[src/rtl/uart_rx.sv]
// ============================================================================
//  Module   : uart_rx
//  Purpose  : 8N1 UART receiver, 16x oversampled, with a FWFT byte FIFO and
//             sticky framing/overrun flags.
//  Revision : 1.0
// ============================================================================
`default_nettype none
`timescale 1ns/1ps

module uart_rx #(
    parameter int FIFO_DEPTH = 4,
    parameter int DIV_WIDTH  = 8
) (
    input  logic                          clk,
    input  logic                          reset,
    input  logic                          rx_bit,
    input  logic [DIV_WIDTH-1:0]          div,
    input  logic                          rd_en,
    output logic [7:0]                    rd_data,
    output logic                          empty,
    output logic                          full,
    output logic [$clog2(FIFO_DEPTH):0]   count,
    output logic                          frame_err,
    output logic                          overrun,
    input  logic                          err_clr,
    output logic                          busy
);

    localparam int AW = $clog2(FIFO_DEPTH);
    localparam logic [AW:0] FULL_CNT = (AW+1)'(FIFO_DEPTH);

    typedef enum logic [2:0] {
        S_IDLE       = 3'd0,
        S_START      = 3'd1,
        S_DATA       = 3'd2,
        S_STOP       = 3'd3,
        S_BREAK_WAIT = 3'd4
    } state_t;

    logic                 sync1_q, rx_s_q;
    logic [DIV_WIDTH-1:0] div_cnt_q;
    logic                 w_tick;

    state_t               state_q, state_d;
    logic [3:0]           os_q, os_d;
    logic [2:0]           bit_idx_q, bit_idx_d;
    logic [7:0]           shift_q, shift_d;
    logic                 w_push_req, w_frame_set;

    logic [7:0]           mem_q [FIFO_DEPTH];
    logic [AW:0]          wr_ptr_q, rd_ptr_q;
    logic [AW:0]          w_count;
    logic                 w_empty, w_full, w_pop, w_push, w_ovr_set;
    logic                 frame_err_q, overrun_q;

    always_ff @(posedge clk) begin
        if (reset) begin
            sync1_q <= 1'b1;
            rx_s_q  <= 1'b1;
        end else begin
            sync1_q <= rx_bit;
            rx_s_q  <= sync1_q;
        end
    end

    // >= rather than == so that lowering div mid-count cannot strand the counter
    assign w_tick = (div_cnt_q >= div);

    always_ff @(posedge clk) begin
        if (reset) div_cnt_q <= '0;
        else       div_cnt_q <= w_tick ? '0 : div_cnt_q + DIV_WIDTH'(1);
    end

    always_ff @(posedge clk) begin
        if (reset) begin
            state_q   <= S_IDLE;
            os_q      <= 4'd0;
            bit_idx_q <= 3'd0;
            shift_q   <= 8'd0;
        end else begin
            state_q   <= state_d;
            os_q      <= os_d;
            bit_idx_q <= bit_idx_d;
            shift_q   <= shift_d;
        end
    end

    always_comb begin
        state_d     = state_q;
        os_d        = os_q;
        bit_idx_d   = bit_idx_q;
        shift_d     = shift_q;
        w_push_req  = 1'b0;
        w_frame_set = 1'b0;
        if (w_tick) begin
            case (state_q)
                S_IDLE: begin
                    if (!rx_s_q) begin
                        state_d = S_START;
                        os_d    = 4'd0;
                    end
                end
                S_START: begin
                    if (os_q == 4'd7) begin
                        os_d      = 4'd0;
                        bit_idx_d = 3'd0;
                        state_d   = rx_s_q ? S_IDLE : S_DATA;
                    end else begin
                        os_d = os_q + 4'd1;
                    end
                end
                S_DATA: begin
                    if (os_q == 4'd15) begin
                        shift_d[bit_idx_q] = rx_s_q;
                        os_d               = 4'd0;
                        if (bit_idx_q == 3'd7) state_d   = S_STOP;
                        else                   bit_idx_d = bit_idx_q + 3'd1;
                    end else begin
                        os_d = os_q + 4'd1;
                    end
                end
                S_STOP: begin
                    if (os_q == 4'd15) begin
                        os_d = 4'd0;
                        if (rx_s_q) begin
                            w_push_req = 1'b1;
                            state_d    = S_IDLE;
                        end else begin
                            w_frame_set = 1'b1;
                            state_d     = S_BREAK_WAIT;
                        end
                    end else begin
                        os_d = os_q + 4'd1;
                    end
                end
                S_BREAK_WAIT: begin
                    if (rx_s_q) state_d = S_IDLE;
                end
                default: state_d = S_IDLE;
            endcase
        end
    end

    // Pointers carry one extra bit so full and empty are distinguishable
    assign w_count   = wr_ptr_q - rd_ptr_q;
    assign w_empty   = (w_count == '0);
    assign w_full    = (w_count == FULL_CNT);
    assign w_pop     = rd_en & ~w_empty;
    assign w_push    = w_push_req & (~w_full | w_pop);
    assign w_ovr_set = w_push_req & w_full & ~w_pop;

    always_ff @(posedge clk) begin
        if (w_push) mem_q[wr_ptr_q[AW-1:0]] <= shift_q;
    end

    always_ff @(posedge clk) begin
        if (reset) begin
            wr_ptr_q    <= '0;
            rd_ptr_q    <= '0;
            frame_err_q <= 1'b0;
            overrun_q   <= 1'b0;
        end else begin
            if (w_push) wr_ptr_q <= wr_ptr_q + (AW+1)'(1);
            if (w_pop)  rd_ptr_q <= rd_ptr_q + (AW+1)'(1);
            frame_err_q <= w_frame_set | (frame_err_q & ~err_clr);
            overrun_q   <= w_ovr_set   | (overrun_q   & ~err_clr);
        end
    end

    assign rd_data   = mem_q[rd_ptr_q[AW-1:0]];
    assign empty     = w_empty;
    assign full      = w_full;
    assign count     = w_count;
    assign frame_err = frame_err_q;
    assign overrun   = overrun_q;
    assign busy      = (state_q != S_IDLE);

endmodule

`default_nettype wire

[config.mk]
export PLATFORM = sky130hd
export DESIGN_NAME = uart_rx
export DESIGN_NICKNAME = d
export VERILOG_FILES = /design/src/rtl/uart_rx.sv
export SDC_FILE = /design/constraint.sdc
export NUM_CORES = 1
export LEC_CHECK = 0
export CAP_MARGIN = 20
export CELL_PAD_IN_SITES_DETAIL_PLACEMENT = 0
export CELL_PAD_IN_SITES_GLOBAL_PLACEMENT = 2
export CORE_MARGIN = 2
export CORE_UTILIZATION = 36
export CTS_BUF_LIST = sky130_fd_sc_hd__clkbuf_2
export DETAILED_ROUTE_END_ITERATION = 8
export HOLD_SLACK_MARGIN = 0.15
export PLACE_DENSITY = 0.86
export REMOVE_ABC_BUFFERS = 1
export SETUP_SLACK_MARGIN = 0.3
export SYNTH_ARGS = -nofsm -noshare
export SYNTH_HDL_FRONTEND = slang
export SYNTH_SLANG_ARGS = --single-unit
[constraint.sdc]
create_clock -name clk -period 2.2 [get_ports clk]
set_input_delay 0.44 -clock clk [delete_from_list [all_inputs] [get_ports clk]]
set_output_delay 0.44 -clock clk [all_outputs]
set_load 0.01 [all_outputs]
==> reports/results.ini, run 1 <==
[outcome]
outcome = finished with violations
violations = negative setup slack

[synthesis]
async_reset_ff_share_pct = 0
synth_cells = 293
synth_edf_count = 32
synth_top_cell_by_area = edfxtp_1
synth_top_area_share_pct = 28.9
netlist_area_mm2 = 0.00332
yosysSeqAreaShare_pct = 51.8
ys_ff_latch = 70
synth.area.top_cells = edfxtp_1 29%, dfxtp_1 23%, ha_1 6.8%
synth-main-ff-cell = dfxtp_1
ys_warn_count = 0
postSynthAreaPerCell_um2 = 11.3
synth.distinct_cells = 51

[grt]
overflow = 0
grt_pass1_vias = 2461
antenna_found_initial = 0
grt_pass1_wl_um = 12000
grt_use_total_pct = 15.6
grt_max_degree = 26

[routing]
drc = 0
postRouteAntennaNets = 0
wirelength_um = 7170
drtIter0Drc = 86
via_count = 2416
wl_per_cell_um = 14.6
drt_pre_antenna_iters = 6
viasPerCell = 4.92

[clock_network]
cts_buffer_depth = 2
cts_tree = done
clk_latency_ns = 0.51
clock_sinks = 70
path_clk_slew_ns = 0.17
cts_root_buf = clkbuf_2
cts_max_level = 3
numCtsBuffers = 9

[pwr]
p_switching_uw = 515
p_leak_uw = 0.00186
p_clk_share_pct = 29.0
swShare_pct = 24.6
pwr-share-comb_pct = 6.2
power_density_mw_per_mm2 = 452
ir_worst_vdd_v = 0.000208
p_int_uw = 1580
pwr-share-seq_pct = 64.7
fin_total_pwr_uw = 2100

[finish]
syn_to_final_growth_pct = 39.6
drive_above_1_share_pct = 44.7
layout_common_cells = 33 x buf_4, 32 x edfxtp_1, 30 x buf_6
antennaDiodeCount = 0
nets = 407
final_common_cell = buf_4

[floorplan]
die_h_um = 100
core-area_mm2 = 0.00911
dieArea_mm2 = 0.0100
io_pins = 29
initial_core_util_pct = 36.5
rows = 35
chipWidth_um = 100

[timing]
finalHoldViolations = 0
relSlewSlack_pct = 73.0
finalSetupViolCount = 34
rsz0062_at_grt = yes
final-max-slew-violation-count = 0
tightest_slew_ns = 0.400
fmax_mhz = 415
setup_ws_ns = -0.208
period_share_pct = 109
min_period_ns = 2.41
final.setup_skew_ns = 0.0258

[critical_path]
path_max_fanout = 3
worst-setup-path-type = flop to output pin
start_kind = flop
worst-endpoint-arrival_ns = 1.97
critPathRequiredTime_ns = 1.76
setup.worst_path.end_class = output pin

[flow_run]
cap_violations = 0

[place]
gp_congestion = 0.797
hpwl_um = 4920
post-place-ws_ns = -0.630
io_buffers = 28

[hold_path]
min_path_type = flop to flop

## timing repair
item,4_1_cts,5_1_grt
hold buffers,0,0
cloned,1,0
resized for setup,130,49
setup endpoints to repair,81,83
buffers inserted,10,9
pin swaps,34,33
## final timing paths
| check | from | cells after the start | end | slack [ns] |
|---|---|---|---|---|
| worst max-delay path | wr_ptr_q[0]$_SDFFE_PP0N_ | 7 | full | -0.21 |
| worst min-delay path | sync1_q$_SDFF_PP1_ | 1 | rx_s_q$_SDFF_PP1_ | 0.44 |
| worst max register to register | wr_ptr_q[0]$_SDFFE_PP0N_ | 10 | mem_q[0][6]$_DFFE_PP_ | -0.15 |
| worst min register to register | sync1_q$_SDFF_PP1_ | 1 | rx_s_q$_SDFF_PP1_ | 0.44 |
## flip-flops by register name (all words and copies together), names as in the netlist, named ones only
signal / cells
bit_idx_q: 3
div_cnt_q: 8
frame_err: 1
mem_q: 32
os_q: 4
overrun: 1
rd_ptr_q: 3
rx_s_q: 1
shift_q: 8
state_q: 3
sync1_q: 1
wr_ptr_q: 3
## power by group through the flow
stage | logic (uW) | registers (uW) | clock network (uW)
finish | 131 | 1360 | 608
global route | 147 | 1360 | 695
CTS | 111 | 1360 | 640
detailed placement | 96.4 | 1390 | 0
global placement | 95.9 | 1390 | 0
floorplan | 41.7 | 1390 | 0
## final cells by class
type / count / area (um^2)
clock buffer: 12 / 60.1
clock inverter: 4 / 25.0
fill: 807 / 4470
inverter: 18 / 67.6
multi-input combinational: 193 / 1810
sequential: 70 / 1750
tap: 111 / 139
timing repair buffer: 83 / 783
## cells in the mapped netlist, drive strengths merged (2+ instances only)
cell      n
or4       3
nand3b    3
edfxtp   32
xor2      6
nand4     4
mux4      8
nand3    10
and3      3
nor3b     3
ha       18
nor2b     6
mux2i     9
or2       3
nor3      5
nand2b   10
o21ai    12
dfxtp    38
o21a      2
inv      18
a2111oi   2
and2      3
nor2     29
clkbuf    9
nand2    13
a21oi    16
buf       3
o211ai    2
xnor2     5
or3       4
a31oi     2
## metrics by stage
step	util, %	std cells	setup TNS, ns	cell area [um^2]	hold slack (ns)
after floorplan	-	281	-8.36	3270	0.389
after global placement	43.4	455	-25.66	3950	0.392
after detailed placement	43.4	455	-28.97	3950	0.396
after CTS	47.9	482	-3.59	4360	0.437
after global routing	50.9	491	-6.71	4640	0.450
final	50.9	491	-2.67	4640	0.440
## kinds of logic after synthesis
family / after synthesis / synth area share, %
AOI/OAI and AO/OA: 42 / 8.74
xor gates and xnor gates: 12 / 3.62
adders and majority gates: 19 / 7.38
buffers and inverters: 30 / 3.65
DFF: 70 / 51.8
muxes: 17 / 8.14
and+or+nand+nor: 103 / 16.6
## critical path, cell delays in order, from the launching register on
cell	delay [ns]
dfxtp_2	0.37
inv_2	0.05
ha_4	0.15
fa_2	0.33
xor3_1	0.25
buf_6	0.12
nor2b_4	0.13
buf_6	0.10
## per-layer routing
| metal | wire [um] | GRT usage, % | vias up | share of wire [%] |
|---|---|---|---|---|
| met5 | 0 | 0 | - | 0 |
| met4 | 154 | 7.27 | 0 | 2.1 |
| met3 | 164 | 2.92 | 13 | 2.3 |
| met2 | 3620 | 26.3 | 32 | 50 |
| met1 | 3240 | 19.5 | 1157 | 45 |
| li1 | - | - | 1214 | - |
No activity file was read; power rests on OpenSTA's default activity.
==> run 2: changes to the inputs <==
Settings changed: CORE_UTILIZATION 36 to 35, CTS_BUF_LIST sky130_fd_sc_hd__clkbuf_2 to sky130_fd_sc_hd__clkbuf_16, PLACE_DENSITY 0.86 to 0.84.
==> reports/results.ini, run 2 (synthesized netlist as in run 1, its figures left out) <==
[timing]
finalSetupViolCount = 36  ; +5.9%
fin_setup_tns_ns = -2.34  ; +0.329 ns
fmax_mhz = 436  ; +5.1%
relSlewSlack_pct = 58.1  ; -15 points
final.setup_skew_ns = 0.00999  ; -0.0158 ns
final-max-slew-violation-count = 0  ; unchanged
period_share_pct = 104  ; -5.3 points
tightest_slew_ns = 0.626  ; +0.226 ns
min_period_ns = 2.29  ; -0.116 ns
finalHoldViolations = 0  ; unchanged
setup_ws_ns = -0.0927  ; +0.116 ns
rsz0062_at_grt = yes

[clock_network]
clock_sinks = 70  ; unchanged
numCtsBuffers = 9  ; unchanged
clk_latency_ns = 0.33  ; -0.18 ns
cts_root_buf = clkbuf_16
cts_tree = done
path_clk_slew_ns = 0.06  ; -0.11 ns
hold_buffers = 0  ; unchanged
cts_buffer_depth = 2  ; unchanged
cts_max_level = 3  ; unchanged

[floorplan]
dieArea_mm2 = 0.0103  ; +2.7%
die_h_um = 101  ; +1.4%
io_pins = 29  ; unchanged
initial_core_util_pct = 36.0  ; -0.52 points
rows = 35  ; unchanged
core-area_mm2 = 0.00924  ; +1.4%
chipWidth_um = 101  ; +1.4%

[place]
hpwl_um = 4950  ; +0.56%
io_buffers = 28  ; unchanged
gp_congestion = 0.780  ; -2.1%

[critical_path]
worst-endpoint-arrival_ns = 1.85  ; -0.12 ns
setup.worst_path.end_class = output pin
worst-setup-path-type = flop to output pin
ff2ff_setup_slack_ns = -0.08  ; +0.07 ns
path_max_fanout = 4  ; +1
start_kind = flop
reg2reg_depth = 9  ; -1
critPathRequiredTime_ns = 1.76  ; about the same

[routing]
drc = 0  ; unchanged
via_count = 2411  ; -0.21%
drt_pre_antenna_iters = 4  ; -2
wirelength_um = 7150  ; -0.33%
wl_per_cell_um = 14.2  ; -2.5%
drtIter0Drc = 94  ; +9.3%
viasPerCell = 4.80  ; -2.4%
postRouteAntennaNets = 0  ; unchanged

[grt]
grt_pass1_vias = 2456  ; -0.20%
grt_pass1_wl_um = 11900  ; -0.40%
overflow = 0  ; unchanged
antenna_found_initial = 0  ; unchanged
grt_max_degree = 16  ; -38%
grt_use_total_pct = 15.0  ; -0.60 points

[finish]
antennaDiodeCount = 0  ; unchanged
layout_common_cells = 33 x dfxtp_1, 32 x edfxtp_1, 30 x buf_4
final_common_cell = dfxtp_1
multi_input_area_mm2 = 0.00177  ; -2.5%
n_fill_cell = 816  ; +1.1%
nets = 400  ; -1.7%
utilization_pct = 51.0  ; +0.13 points
drive_above_1_share_pct = 37.8  ; -6.9 points
largest_reg_flops = 32  ; unchanged
syn_to_final_growth_pct = 42.0
regArea_mm2 = 0.00173  ; -1.1%

[hold_path]
min_path_type = flop to flop
holdPathStages = 1  ; unchanged

[outcome]
violations = negative setup slack
outcome = finished with violations

[pwr]
power_density_mw_per_mm2 = 609  ; +35%
p_leak_uw = 0.00183  ; -1.5%
ir_worst_vdd_v = 0.000299  ; +44%
fin_total_pwr_uw = 2870  ; +37%

[flow_run]
cap_violations = 0  ; unchanged

==> run 2: cell count changes in the layout (fill, tap and decap cells not counted), sizes merged <==
cell / change
clkinv: -1
buf: -8
clkdlybuf4s15: +1
dlymetal6s2s: -2
clkdlybuf4s50: -4
clkbuf: -3
dlygate4sd2: +6
inv: +4
==> run 2: power breakdown <==
group | switching [uW] | internal [uW] | total [uW] | leakage, uW
clock | 603 | 784 | 1390 | 0.000135
sequential | 6.57 | 1360 | 1360 | 0.000682
combinational | 58.5 | 64.4 | 123 | 0.00101
==> run 2: area by class of cell <==
class | count | area share, %
multi-input combinational | 193 | 37.5
sequential | 70 | 36.7
timing repair buffer | 76 | 14.9
clock buffer | 9 | 4.77
tap | 129 | 3.42
inverter | 18 | 1.43
clock inverter | 7 | 1.30
==> run 2: timing repair <==
action / CTS / global route
buffers inserted: 9 / 4
resized for setup: 138 / 16
cloned: 1 / 0
pin swaps: 44 / 16
endpoints found under the setup margin: 82 / 81
==> run 2: worst paths after layout <==
path | from | endpoint
worst min-delay path | sync1_q$_SDFF_PP1_ | rx_s_q$_SDFF_PP1_
worst max-delay path | wr_ptr_q[0]$_SDFFE_PP0N_ | full
worst min register to register | sync1_q$_SDFF_PP1_ | rx_s_q$_SDFF_PP1_
worst max register to register | wr_ptr_q[0]$_SDFFE_PP0N_ | mem_q[2][7]$_DFFE_PP_
==> run 2: routing by layer <==
layer | part of all wire, % | GRT usage, %
met2 | 52 | 26.2
met1 | 44 | 18.3
met3 | 2.0 | 2.55
met4 | 1.8 | 6.55
met5 | 0 | 0
==> run 2: worst max-delay path, cell delays in order, from the launching register on <==
cell     delay (ns)
dfxtp_2        0.33
inv_2          0.05
ha_4           0.15
fa_2           0.32
xor3_2         0.26
buf_4          0.16
nor2b_1        0.12
buf_2          0.13
==> run 2: through the flow <==
step / setup WS (ns) / hold WS (ns) / instance area, um^2 / instances
2_1_floorplan: -0.301 / 0.389 / 3270 / 281
3_3_place_gp: -0.523 / 0.393 / 3970 / 472
3_5_place_dp: -0.591 / 0.397 / 3970 / 472
4_1_cts: -0.0941 / 0.412 / 4620 / 498
5_1_grt: -0.176 / 0.424 / 4720 / 502
6_report: -0.0927 / 0.415 / 4720 / 502
==> run 3: changes to the inputs <==
Settings changed: CORE_UTILIZATION 35 to 41, PLACE_DENSITY 0.84 to 0.91.
Clock period 2.2 ns to 2.75 ns, I/O delays scaled along.
==> reports/results.ini, run 3 (synthesized netlist as in run 1, its figures left out) <==
[finish]
largest_reg_flops = 32  ; unchanged
multi_input_area_mm2 = 0.00165  ; -6.9%
drive_above_1_share_pct = 23.4  ; -14 points
n_fill_cell = 691  ; -15%
nets = 369  ; -7.8%
regArea_mm2 = 0.00173  ; -0.14%
syn_to_final_growth_pct = 29.0
final_common_cell = dfxtp_1
layout_common_cells = 35 x dfxtp_1, 32 x edfxtp_1, 28 x nor2_1
antennaDiodeCount = 0  ; unchanged

[clock_network]
hold_buffers = 0  ; unchanged
cts_buffer_depth = 2  ; unchanged
cts_tree = done
cts_max_level = 3  ; unchanged
cts_root_buf = clkbuf_16
clock_sinks = 70  ; unchanged
numCtsBuffers = 9  ; unchanged
clk_latency_ns = 0.33  ; about the same
path_clk_slew_ns = 0.06  ; about the same

[routing]
viasPerCell = 5.14  ; +7.1%
via_count = 2284  ; -5.3%
drt_pre_antenna_iters = 4  ; unchanged
wl_per_cell_um = 15.2  ; +6.8%
drtIter0Drc = 68  ; -28%
wirelength_um = 6750  ; -5.5%
drc = 0  ; unchanged
postRouteAntennaNets = 0  ; unchanged

[floorplan]
core-area_mm2 = 0.00781  ; -16%
io_pins = 29  ; unchanged
die_h_um = 94.0  ; -7.3%
chipWidth_um = 94.0  ; -7.3%
rows = 32  ; -8.6%
dieArea_mm2 = 0.00884  ; -14%
initial_core_util_pct = 42.5  ; +6.6 points

[grt]
grt_pass1_wl_um = 10900  ; -8.2%
grt_use_total_pct = 16.4  ; +1.4 points
antenna_found_initial = 0  ; unchanged
grt_pass1_vias = 2231  ; -9.2%
grt_max_degree = 18  ; +2
overflow = 0  ; unchanged

[timing]
whs_ns = 0.414  ; -0.00191 ns
finalSetupViolCount = 0  ; -100%
rsz0062_at_grt = yes
min_period_ns = 2.40
period_share_pct = 87.3
finalHoldViolations = 0  ; unchanged
relSlewSlack_pct = 58.3  ; +0.15 points
final.setup_skew_ns = 0.00644  ; -0.00355 ns
setup_ws_ns = 0.350  ; +0.442 ns
final-max-slew-violation-count = 0  ; unchanged
fmax_mhz = 417
tightest_slew_ns = 0.625  ; -0.000737 ns

[critical_path]
critPathRequiredTime_ns = 2.20  ; +0.44 ns
worst-endpoint-arrival_ns = 1.85  ; about the same
path_max_fanout = 4  ; unchanged
setup.worst_path.end_class = output pin
reg2reg_depth = 9  ; unchanged
worst-setup-path-type = flop to output pin
start_kind = flop

[pwr]
power_density_mw_per_mm2 = 557  ; -8.5%
pwr-share-comb_pct = 3.5  ; -0.8 points
p_leak_uw = 0.00162  ; -11%
p_clk_share_pct = 50.9  ; +2.6 points
ir_worst_vdd_v = 0.000294  ; -1.7%
fin_total_pwr_uw = 2390  ; -17%
pwr-share-seq_pct = 45.6  ; -1.8 points
swShare_pct = 19.9  ; -3.4 points
p_switching_uw = 474  ; -29%
p_int_uw = 1910  ; -13%

[place]
io_buffers = 28  ; unchanged
hpwl_um = 4680  ; -5.5%
gp_congestion = 0.790  ; +1.2%
post-place-ws_ns = -0.135  ; +0.456 ns

[outcome]
outcome = completed

[hold_path]
min_path_type = flop to flop
holdPathStages = 1  ; unchanged

[flow_run]
cap_violations = 0  ; unchanged

-- run 3: changes by cell type in the layout (fill, tap and decap cells not counted), moves of 3 or more --
cell	change
nor2_1	+4
clkdlybuf4s50_1	+16
dlygate4sd2_1	-6
buf_6	-24
inv_2	-3
inv_6	-3
inv_1	+3
buf_4	-15
-- run 3: routing by layer --
metal / vias up / wire, um / GRT usage, %
met2: 34 / 3290 / 24.9
met1: 1098 / 3170 / 22.0
li1: 1143 / - / -
met3: 9 / 167 / 4.01
met4: 0 / 120 / 7.85
met5: - / 0 / 0
-- run 3: final timing paths --
path         slack (ns)                startpoint                    end
max                0.35  wr_ptr_q[0]$_SDFFE_PP0N_               count[2]
min                0.41        sync1_q$_SDFF_PP1_      rx_s_q$_SDFF_PP1_
max reg2reg        0.39  wr_ptr_q[0]$_SDFFE_PP0N_  mem_q[3][4]$_DFFE_PP_
min reg2reg        0.41        sync1_q$_SDFF_PP1_      rx_s_q$_SDFF_PP1_
-- run 3: critical path, stage by stage (launching register included) --
cell,delay (ns)
dfxtp_2,0.34
inv_2,0.05
ha_2,0.18
fa_2,0.32
xor3_2,0.26
buf_4,0.15
clkdlybuf4s15_2,0.22
-- run 3: area by class of cell --
cell class	instances	share of cell area, %
Tap cell	102	2.98
Timing Repair Buffer	45	9.34
Clock buffer	9	5.26
Inverter	18	1.58
Sequential cell	70	40.3
Multi-Input combinational cell	193	38.5
Clock inverter	7	2.07
-- run 3: per-stage QoR --
| step | setup TNS (ns) | instance area [um^2] | std cells | util (%) |
|---|---|---|---|---|
| CTS | 0 | 4130 | 442 | 52.9 |
| detailed placement | -3.06 | 3770 | 423 | 48.2 |
| finish | 0 | 4290 | 444 | 54.9 |
| floorplan | 0 | 3270 | 281 | - |
| global placement | -1.38 | 3770 | 423 | 48.2 |
| global route | 0 | 4290 | 444 | 54.9 |
-- run 3: power by group through the flow --
stage | Clock, uW | Combinational (uW) | Sequential (uW)
2_1_floorplan | 0 | 33.4 | 1110
3_3_place_gp | 0 | 70.3 | 1110
3_5_place_dp | 0 | 71.0 | 1110
4_1_cts | 1230 | 72.6 | 1090
5_1_grt | 1280 | 93.9 | 1090
6_report | 1220 | 82.8 | 1090
-- run 3: what timing repair did --
action / CTS / global route
pin swaps: 7 / 13
resized for setup: 19 / 34
gates cloned: 0 / 1
setup buffers: 3 / 1
setup endpoints to repair: 50 / 58
